--- src/rtl/irq_pkg.sv ---
// Shared types and widths for the interrupt arbiter.
package irq_pkg;

  typedef enum logic [1:0] {
    StIdle,
    StAssert,
    StWaitAck,
    StGap
  } state_e;

  localparam int unsigned HoldW = 8;
  localparam int unsigned GapW  = 4;

  // Index width, never below one bit so a two-source build still has an id port.
  function automatic int unsigned id_w(input int unsigned n);
    return (n > 2) ? $clog2(n) : 1;
  endfunction

endpackage

--- src/rtl/irq_prio_sel.sv ---
// Combinational winner picker: first set eligible bit at or after start_i, wrapping.
module irq_prio_sel #(
  parameter int unsigned N_SRC = 4,
  parameter int unsigned IdW   = 2
) (
  input  logic [N_SRC-1:0] eligible_i,
  input  logic [IdW-1:0]   start_i,
  output logic [N_SRC-1:0] grant_o,
  output logic [IdW-1:0]   idx_o
);

  always_comb begin
    int unsigned k;
    logic        found;
    grant_o = '0;
    idx_o   = '0;
    found   = 1'b0;
    k       = 0;
    for (int unsigned i = 0; i < N_SRC; i++) begin
      k = (32'(start_i) + i) % N_SRC;
      if (!found && eligible_i[k]) begin
        found      = 1'b1;
        grant_o[k] = 1'b1;
        idx_o      = IdW'(k);
      end
    end
  end

endmodule

--- src/rtl/irq_arbiter.sv ---
// Edge-latching interrupt arbiter with minimum hold, ack handshake and forced gap.
// Define IRQ_ARBITER_RR_EN for round-robin selection; default is lowest index wins.
module irq_arbiter
  import irq_pkg::*;
#(
  parameter int unsigned N_SRC       = 4,
  parameter int unsigned HOLD_CYCLES = 63,
  parameter int unsigned GAP_CYCLES  = 2,
  localparam int unsigned IdW        = id_w(N_SRC)
) (
  input  logic             clk,
  input  logic             rst,
  input  logic [N_SRC-1:0] irq_in,
  input  logic [N_SRC-1:0] irq_mask,
  input  logic             irq_ack,
  output logic             irq_out,
  output logic [IdW-1:0]   irq_id,
  output logic [N_SRC-1:0] irq_pending
);

  state_e             state_q, state_d;
  logic               out_q, out_d;
  logic               ack_seen_q, ack_seen_d;
  logic               armed_q;
  logic [IdW-1:0]     id_q, id_d;
  logic [HoldW-1:0]   hold_q, hold_d;
  logic [GapW-1:0]    gap_q, gap_d;
  logic [N_SRC-1:0]   in_q, pending_q, pending_d;
  logic [N_SRC-1:0]   rise, clr, eligible, sel_grant;
  logic [IdW-1:0]     sel_idx, start_idx;

  // armed_q gates the first post-reset cycle so a level already high is not taken as an edge.
  assign rise      = irq_in & ~in_q & {N_SRC{armed_q}};
  assign eligible  = pending_q & ~irq_mask;
  assign pending_d = (pending_q & ~clr) | rise;

`ifdef IRQ_ARBITER_RR_EN
  logic [IdW-1:0] rr_q, rr_d;
  assign start_idx = (rr_q == IdW'(N_SRC - 1)) ? '0 : rr_q + 1'b1;
`else
  assign start_idx = '0;
`endif

  irq_prio_sel #(
    .N_SRC (N_SRC),
    .IdW   (IdW)
  ) u_sel (
    .eligible_i (eligible),
    .start_i    (start_idx),
    .grant_o    (sel_grant),
    .idx_o      (sel_idx)
  );

  always_comb begin
    state_d    = state_q;
    out_d      = out_q;
    ack_seen_d = ack_seen_q;
    id_d       = id_q;
    hold_d     = hold_q;
    gap_d      = gap_q;
    clr        = '0;
`ifdef IRQ_ARBITER_RR_EN
    rr_d       = rr_q;
`endif
    unique case (state_q)
      StIdle: begin
        if (|sel_grant) begin
          state_d    = StAssert;
          out_d      = 1'b1;
          id_d       = sel_idx;
          hold_d     = HoldW'(HOLD_CYCLES - 1);
          ack_seen_d = 1'b0;
`ifdef IRQ_ARBITER_RR_EN
          rr_d       = sel_idx;
`endif
        end
      end
      StAssert: begin
        if (irq_ack) ack_seen_d = 1'b1;
        if (hold_q != '0) begin
          hold_d = hold_q - 1'b1;
        end else if (ack_seen_q || irq_ack) begin
          state_d    = StGap;
          out_d      = 1'b0;
          gap_d      = GapW'(GAP_CYCLES - 1);
          clr        = N_SRC'(1) << id_q;
          ack_seen_d = 1'b0;
        end else begin
          state_d = StWaitAck;
        end
      end
      StWaitAck: begin
        if (irq_ack) begin
          state_d    = StGap;
          out_d      = 1'b0;
          gap_d      = GapW'(GAP_CYCLES - 1);
          clr        = N_SRC'(1) << id_q;
          ack_seen_d = 1'b0;
        end
      end
      StGap: begin
        if (gap_q == '0) state_d = StIdle;
        else             gap_d   = gap_q - 1'b1;
      end
      default: state_d = StIdle;
    endcase
  end

  always_ff @(posedge clk or posedge rst) begin
    if (rst) begin
      state_q    <= StIdle;
      out_q      <= 1'b0;
      ack_seen_q <= 1'b0;
      armed_q    <= 1'b0;
      id_q       <= '0;
      hold_q     <= '0;
      gap_q      <= '0;
      in_q       <= '0;
      pending_q  <= '0;
    end else begin
      state_q    <= state_d;
      out_q      <= out_d;
      ack_seen_q <= ack_seen_d;
      armed_q    <= 1'b1;
      id_q       <= id_d;
      hold_q     <= hold_d;
      gap_q      <= gap_d;
      in_q       <= irq_in;
      pending_q  <= pending_d;
    end
  end

`ifdef IRQ_ARBITER_RR_EN
  always_ff @(posedge clk or posedge rst) begin
    if (rst) rr_q <= '0;
    else     rr_q <= rr_d;
  end
`endif

  assign irq_out     = out_q;
  assign irq_id      = id_q;
  assign irq_pending = pending_q;

endmodule

--- config.mk ---
export PLATFORM = sky130hd
export DESIGN_NAME = irq_arbiter
export DESIGN_NICKNAME = d
export VERILOG_FILES = /design/src/rtl/irq_pkg.sv /design/src/rtl/irq_prio_sel.sv /design/src/rtl/irq_arbiter.sv
export SDC_FILE = /design/constraint.sdc
export NUM_CORES = 1
export LEC_CHECK = 0
export BUFFER_PORTS_ARGS = -buffer_cell sky130_fd_sc_hd__buf_4
export CAP_MARGIN = 20
export CORE_MARGIN = 4
export CORE_UTILIZATION = 35
export DETAILED_ROUTE_END_ITERATION = 8
export PLACE_DENSITY = 0.56
export SYNTH_ARGS = -nofsm -noshare
export SYNTH_HDL_FRONTEND = slang
export SYNTH_HIERARCHICAL = 1
export SYNTH_SLANG_ARGS = --single-unit
--- constraint.sdc ---
create_clock -name clk -period 3.7 [get_ports clk]
set_input_delay 0 -clock clk [delete_from_list [all_inputs] [get_ports clk]]
set_output_delay 0 -clock clk [all_outputs]
set_load 0.05 [all_outputs]
==> run summary, run 1 <==
GRT Total Usage -> 13.1%
hold depth -> 3
Worst Path Arrival -> 3.25 ns
H-tree levels -> 1
die height -> 82.0 um
Reg clk slew, reported paths -> 0.10 ns
post-synthesis simple-gate area fraction -> 20.5%
status -> complete, no violations
setup bufs post-CTS -> 0
synth-to-layout area growth -> 19.0%
Final Max Tran Viols -> 0
Pwr Total -> 1.65 mW
Max-Cap Viols -> 0
final period utilization -> 83.6%
path depth of the worst reg2reg path -> 10
die area -> 6720 sq um
CTS Root Cell -> clkbuf_8
first-pass GRT wire length -> 7.06 mm
remaining global-route overflow -> 0
post-synthesis compound-gate area fraction -> 23.0%
Initial Utilization -> 36.8%
peak fanout along the critical path -> 11
VDD IR max -> 462 uV
min Tclk post-route -> 3.09 ns
top post-synthesis cells by area -> dfrtp_1, ha_1, mux4_2
final instance area -> 2280 sq um
Final Hold Vio Count -> 0
startpoint class of the critical path -> flip-flop
PwrDens -> 726 nW/um^2
Slew @ Worst Pin -> 0.693 ns
Avg WL per Cell -> 13.1 um
Post-synth EDFFs -> 0
most common cell after layout, fill and taps aside -> dfrtp_1
unrepaired setup endpoints after global routing -> false
ant diodes -> 0
pre-CTS setup slack -> 0.624 ns
vias in the first global route -> 1567
Synth area leader -> dfrtp_1
Cell Area, Placed -> 2150 sq um
Synth cell types -> 56
share of post-route cells with drive strength above 1 -> 17.0%
layout net count -> 255
Hold Path Class -> primary input to flip-flop
post-synthesis adder-cell area fraction -> 8.50%
Post-Synth XOR/XNOR Area -> 0%
First DRT Iteration DRCs -> 42
Antenna Nets Post-Route -> 0
Rows -> 26
TritonCTS clock tree -> yes
clk sinks -> 27
register area share after synthesis -> 35.3%
Placer Congestion -> 0.766
Die Wd -> 82.0 um
Mapped Cells -> 195
post-route insts no fill -> 300
Slew Limit Headroom -> 53.2%
clk_lat worst skew -> 0.27 ns
commonest non-fill, non-tap cells in the layout -> dfrtp_1, buf_4, conb_1
Worst setup EP type -> flip-flop
skew final -> 0.00375 ns
largest family of logic cells by synthesized area -> compound AO/OA/AOI/OAI gates
detailed-route wire length -> 3.94 mm
dpl hpwl -> 2.94 mm
placed cell count -> 290
Mean Syn Cell Area -> 9.82 sq um
mux share of post-synthesis cell area -> 8.24%
core box area -> 5200 sq um
DRC violations left -> 0
initial antenna violation count -> 0
Initial DRT Pass Iterations -> 4
register bit total from synthesis -> 27
post-synthesis async set-or-reset flop share -> 100%
DR vias/cell -> 5.23
Max Root-Sink Buffers -> 2
highest clock rate -> 323 MHz
Worst Path Required -> 3.86 ns
final setup vio count -> 0
synth warn -> 6
Crit Path Category -> flip-flop to flip-flop
setup ws final -> 0.608 ns
post-route setup TNS -> 0 ns
CTS Buf Count -> 3
WHS -> 0.0281 ns
PortBufs -> 17
largest net degree at the start of global routing -> 28
num ports -> 18
Synth top area share -> 35.3%
P_leak -> 0.927 nW
mapped cell area -> 1910 sq um
Vias -> 1568
Finished Core Util -> 43.8%
most common flop cell mapped by yosys -> dfrtp_1
flip-flops by register name (all words and copies together) (netlist names):
signal and flops:
in_q 4, armed_q 1, irq_id 2, gap_q 4
state_q 2, hold_q 8, irq_pending 4, irq_out 1
ack_seen_q 1
power by group:
part	leakage (nW)	internal (mW)	switching, mW
Combinational	0.594	0.392	0.579
Clock	0.0261	0.0790	0.0983
Sequential	0.307	0.402	0.103
final cells by class:
| class | instances | area (sq um) |
|---|---|---|
| fillers | 509 | 2930 |
| well taps | 70 | 87.6 |
| clock buffers | 3 | 41.3 |
| multi-input cells | 163 | 1210 |
| inverters | 13 | 48.8 |
| repair buffers | 23 | 205 |
| clock inverters | 1 | 8.76 |
| flip-flops and latches | 27 | 676 |
what timing repair did:
action / 4_1_cts / 5_1_grt
endpoints found under the hold margin: 8 / 10
resized for setup: 0 / 0
hold buffers: 4 / 1
endpoints found under the setup margin: 0 / 0
cells by family after synthesis:
group | count (synthesis)
other | 2
AO/OA/AOI/OAI | 63
multiplexers | 10
buffers and inverters | 18
AND/OR/NAND/NOR | 62
adder cells (fa/ha/maj) | 13
flip-flops | 27
worst max-delay path: stages, from the launching register on:
cell and delay, ns:
dfrtp_1 0.41, nor2b_1 0.21, mux4_1 0.56, nand2b_4 0.11
nor3_4 0.06, a22oi_1 0.16, o21ai_1 0.13, nor4_2 0.53
a21o_1 0.39, nor4_1 0.09, or3_1 0.34
cell usage after synthesis, types with 3 or more instances:
| master | count |
|---|---|
| a211oi_1 | 3 |
| a21oi_1 | 7 |
| a22oi_1 | 8 |
| dfrtp_1 | 27 |
| ha_1 | 13 |
| inv_1 | 12 |
| mux2_2 | 3 |
| mux2i_1 | 3 |
| mux4_2 | 3 |
| nand2_1 | 7 |
| nand3_1 | 3 |
| nand3b_1 | 4 |
| nor2_1 | 11 |
| nor2b_1 | 9 |
| nor3_1 | 5 |
| o211ai_1 | 5 |
| o21ai_0 | 7 |
| o21ai_1 | 11 |
| or3_1 | 4 |
worst paths after layout:
check	from	endpoint	slack (ns)
max reg2reg	irq_pending[3]$_DFF_PP0_	hold_q[3]$_DFFE_PP0P_	0.61
min in group asynchronous	rst	gap_q[1]$_DFFE_PP0P_	0.30
min	irq_ack	ack_seen_q$_DFFE_PP0P_	0.03
max in group asynchronous	rst	hold_q[3]$_DFFE_PP0P_	2.95
min reg2reg	in_q[2]$_DFF_PP0_	irq_pending[2]$_DFF_PP0_	0.43
max	irq_pending[3]$_DFF_PP0_	hold_q[3]$_DFFE_PP0P_	0.61
metal layers:
metal,up-vias,wire (um),global-route usage (%)
met5,-,0,0
li1,791,-,-
met1,748,1880,16.5
met2,27,1930,23.3
met3,2,101,1.43
met4,0,27,3.99
Power figures use the tool's default switching activity.
==> inputs of run 2 (changes only) <==
==> constraint.sdc (replaced) <==
create_clock -name clk -period 2.9 [get_ports clk]
set_input_delay 0 -clock clk [delete_from_list [all_inputs] [get_ports clk]]
set_output_delay 0 -clock clk [all_outputs]
set_load 0.05 [all_outputs]
==> run summary, run 2 (synthesized netlist as in run 1, its figures left out) <==
status -> complete, no violations
Crit Path Category -> flip-flop to flip-flop
switching fraction of total power -> 46.4% (-0.83 points)
CTS Buf Count -> 3 (unchanged)
Psw -> 1.02 mW (+30%)
largest net degree at the start of global routing -> 28 (unchanged)
commonest non-fill, non-tap cells in the layout -> buf_4, dfrtp_1, conb_1
final instance area -> 2370 sq um (+4.2%)
area of the multi-input gates -> 1230 sq um (+1.9%)
Reg clk slew, reported paths -> 0.10 ns (about the same)
Placer Congestion -> 0.778 (+1.6%)
CP Cell Sequence -> nor2b_1 > mux4_2 > nand2b_4 > nor3_4 > a22oi_1 > o21ai_2 > nor4_2 > a21o_2 > o31a_1 > or3_1
Seq. cell area -> 681 sq um (+0.74%)
CTS Root Cell -> clkbuf_8
ant diodes -> 0 (unchanged)
clk_lat worst skew -> 0.28 ns (about the same)
clk sinks -> 27 (unchanged)
Worst setup EP type -> flip-flop
final setup vio count -> 0 (unchanged)
H-tree levels -> 1 (unchanged)
Vias -> 1607 (+2.5%)
VDD IR max -> 614 uV (+33%)
Most flops, register -> hold_q
Antenna Nets Post-Route -> 0 (unchanged)
min Tclk post-route -> 2.74 ns (-0.354 ns)
met2 GRT Util -> 22.1% (-1.3 points)
hold path endpoint -> ack_seen_q$_DFFE_PP0P_
Finished Core Util -> 45.6% (+1.8 points)
Worst path slowest cell -> mux4_2
hold depth -> 3 (unchanged)
core box area -> 5200 sq um (unchanged)
detailed-route wire length -> 4.10 mm (+4.1%)
DR vias/cell -> 5.20 (-0.50%)
PortBufs -> 17 (unchanged)
Initial DRT Pass Iterations -> 4 (unchanged)
peak fanout along the critical path -> 11 (unchanged)
die height -> 82.0 um (unchanged)
Cell Area, Placed -> 2210 sq um (+3.0%)
Crit. Startpoint -> irq_pending[2]$_DFF_PP0_
post-route insts no fill -> 309 (+3.0%)
dpl hpwl -> 3.08 mm (+4.7%)
initial antenna violation count -> 0 (unchanged)
GR Util met3 -> 1.43% (unchanged)
post-route setup TNS -> 0 ns (unchanged)
layout net count -> 264 (+3.5%)
met1 usage -> 18.8% (+2.3 points)
startpoint class of the critical path -> flip-flop
First DRT Iteration DRCs -> 31 (-26%)
WHS -> 0.0270 ns (-0.00110 ns)
worst hold start -> irq_ack
Clk pwr share -> 10.4% (-0.3 points)
pre-CTS setup slack -> 0.0370 ns (-0.587 ns)
Final Max Tran Viols -> 0 (unchanged)
Pwr Total -> 2.19 mW (+32%)
highest clock rate -> 365 MHz (+13%)
Max Root-Sink Buffers -> 2 (unchanged)
DRC violations left -> 0 (unchanged)
Most Used Layer, Global Route -> met2
Worst Path Required -> 3.06 ns (-0.80 ns)
max reg flops -> 8 (unchanged)
Max-Cap Viols -> 0 (unchanged)
Crit Reg-Reg Startpoint -> irq_pending[2]$_DFF_PP0_
Avg WL per Cell -> 13.3 um (+1.1%)
share of post-route cells with drive strength above 1 -> 23.8% (+6.9 points)
remaining global-route overflow -> 0 (unchanged)
Final Hold Vio Count -> 0 (unchanged)
die area -> 6720 sq um (unchanged)
final period utilization -> 94.4% (+11 points)
Largest stage delay, worst path -> 0.48 ns (-0.08 ns)
num ports -> 18 (unchanged)
flop2flop setup slack -> 0.16 ns (-0.45 ns)
setup ws final -> 0.162 ns (-0.446 ns)
first-pass GRT wire length -> 7.22 mm (+2.3%)
Seq pwr share -> 29.7% (-0.9 points)
most common cell after layout, fill and taps aside -> buf_4
P_leak -> 0.978 nW (+5.5%)
path depth of the worst reg2reg path -> 10 (unchanged)
synth-to-layout area growth -> 23.9%
TritonCTS clock tree -> yes
Rows -> 26 (unchanged)
Die Wd -> 82.0 um (unchanged)
vias in the first global route -> 1532 (-2.2%)
Gate power share -> 59.9% (+1.2 points)
internal power -> 1.17 mW (+35%)
Fillers -> 511 (+0.39%)
GRT Total Usage -> 13.6% (+0.48 points)
skew final -> 0.00325 ns (-0.000508 ns)
Worst Path Arrival -> 2.90 ns (-0.35 ns)
Worst R2R End -> hold_q[3]$_DFFE_PP0P_
Hold Path Class -> primary input to flip-flop
placed cell count -> 298 (+2.8%)
Initial Utilization -> 36.8% (unchanged)
PwrDens -> 923 nW/um^2 (+27%)
run 2: changes by cell type in the layout (fill, tap and decap cells not counted), moves of 2 or more:
cell	before	now
dfrtp_2	0	4
buf_4	17	26
o21ai_1	11	9
o21ai_2	1	3
dfrtp_1	27	23
run 2: per-layer routing:
metal | routed length [um] | part of all wire (%) | vias to the layer above
li1 | - | - | 810
met1 | 1890 | 46 | 767
met2 | 2040 | 50 | 25
met3 | 114 | 2.8 | 5
met4 | 53 | 1.3 | 0
met5 | 0 | 0 | -
run 2: area by class of cell:
class                   instances  share of cell area [%]
repair buffers                 32                    11.5
clock buffers                   3                    1.74
inverters                      13                    2.06
well taps                      70                    3.69
flip-flops and latches         27                    28.7
clock inverters                 1                   0.369
multi-input cells             163                    52.0
run 2: worst max-delay path: cells and delay by family, from the launching register on:
kind / cells / cell delay [ns]
AO/OA/AOI/OAI: 4 / 0.81
flip-flops: 1 / 0.42
AND/OR/NAND/NOR: 5 / 0.92
multiplexers: 1 / 0.48
run 2: power by group through the flow:
stage	Sequential, mW	Clock (mW)	Combinational [mW]
3_5_place_dp	0.658	0	1.27
4_1_cts	0.650	0.240	1.28
2_1_floorplan	0.775	0	0.834
3_3_place_gp	0.657	0	1.26
5_1_grt	0.680	0.260	1.45
6_report	0.651	0.227	1.31
run 2: what timing repair did:
item                                    4_1_cts  5_1_grt
gates resized for setup                       0        5
hold buffers                                  5        0
hold endpoints to repair                     11        0
endpoints found under the setup margin        0        5
buffers inserted                              0        1
run 2: worst max-delay path by stage:
| stage | to | slack, ns | depth (start not counted) |
|---|---|---|---|
| after floorplan | hold_q[3]$_DFFE_PP0P_ | 0.005 | 9 |
| after global placement | state_q[1]$_DFFE_PP0P_ | 0.04 | 11 |
| after detailed placement | state_q[1]$_DFFE_PP0P_ | 0.04 | 11 |
| after CTS | state_q[1]$_DFFE_PP0P_ | 0.005 | 11 |
| after global routing | hold_q[3]$_DFFE_PP0P_ | -0.02 | 10 |
| final | hold_q[3]$_DFFE_PP0P_ | 0.16 | 10 |
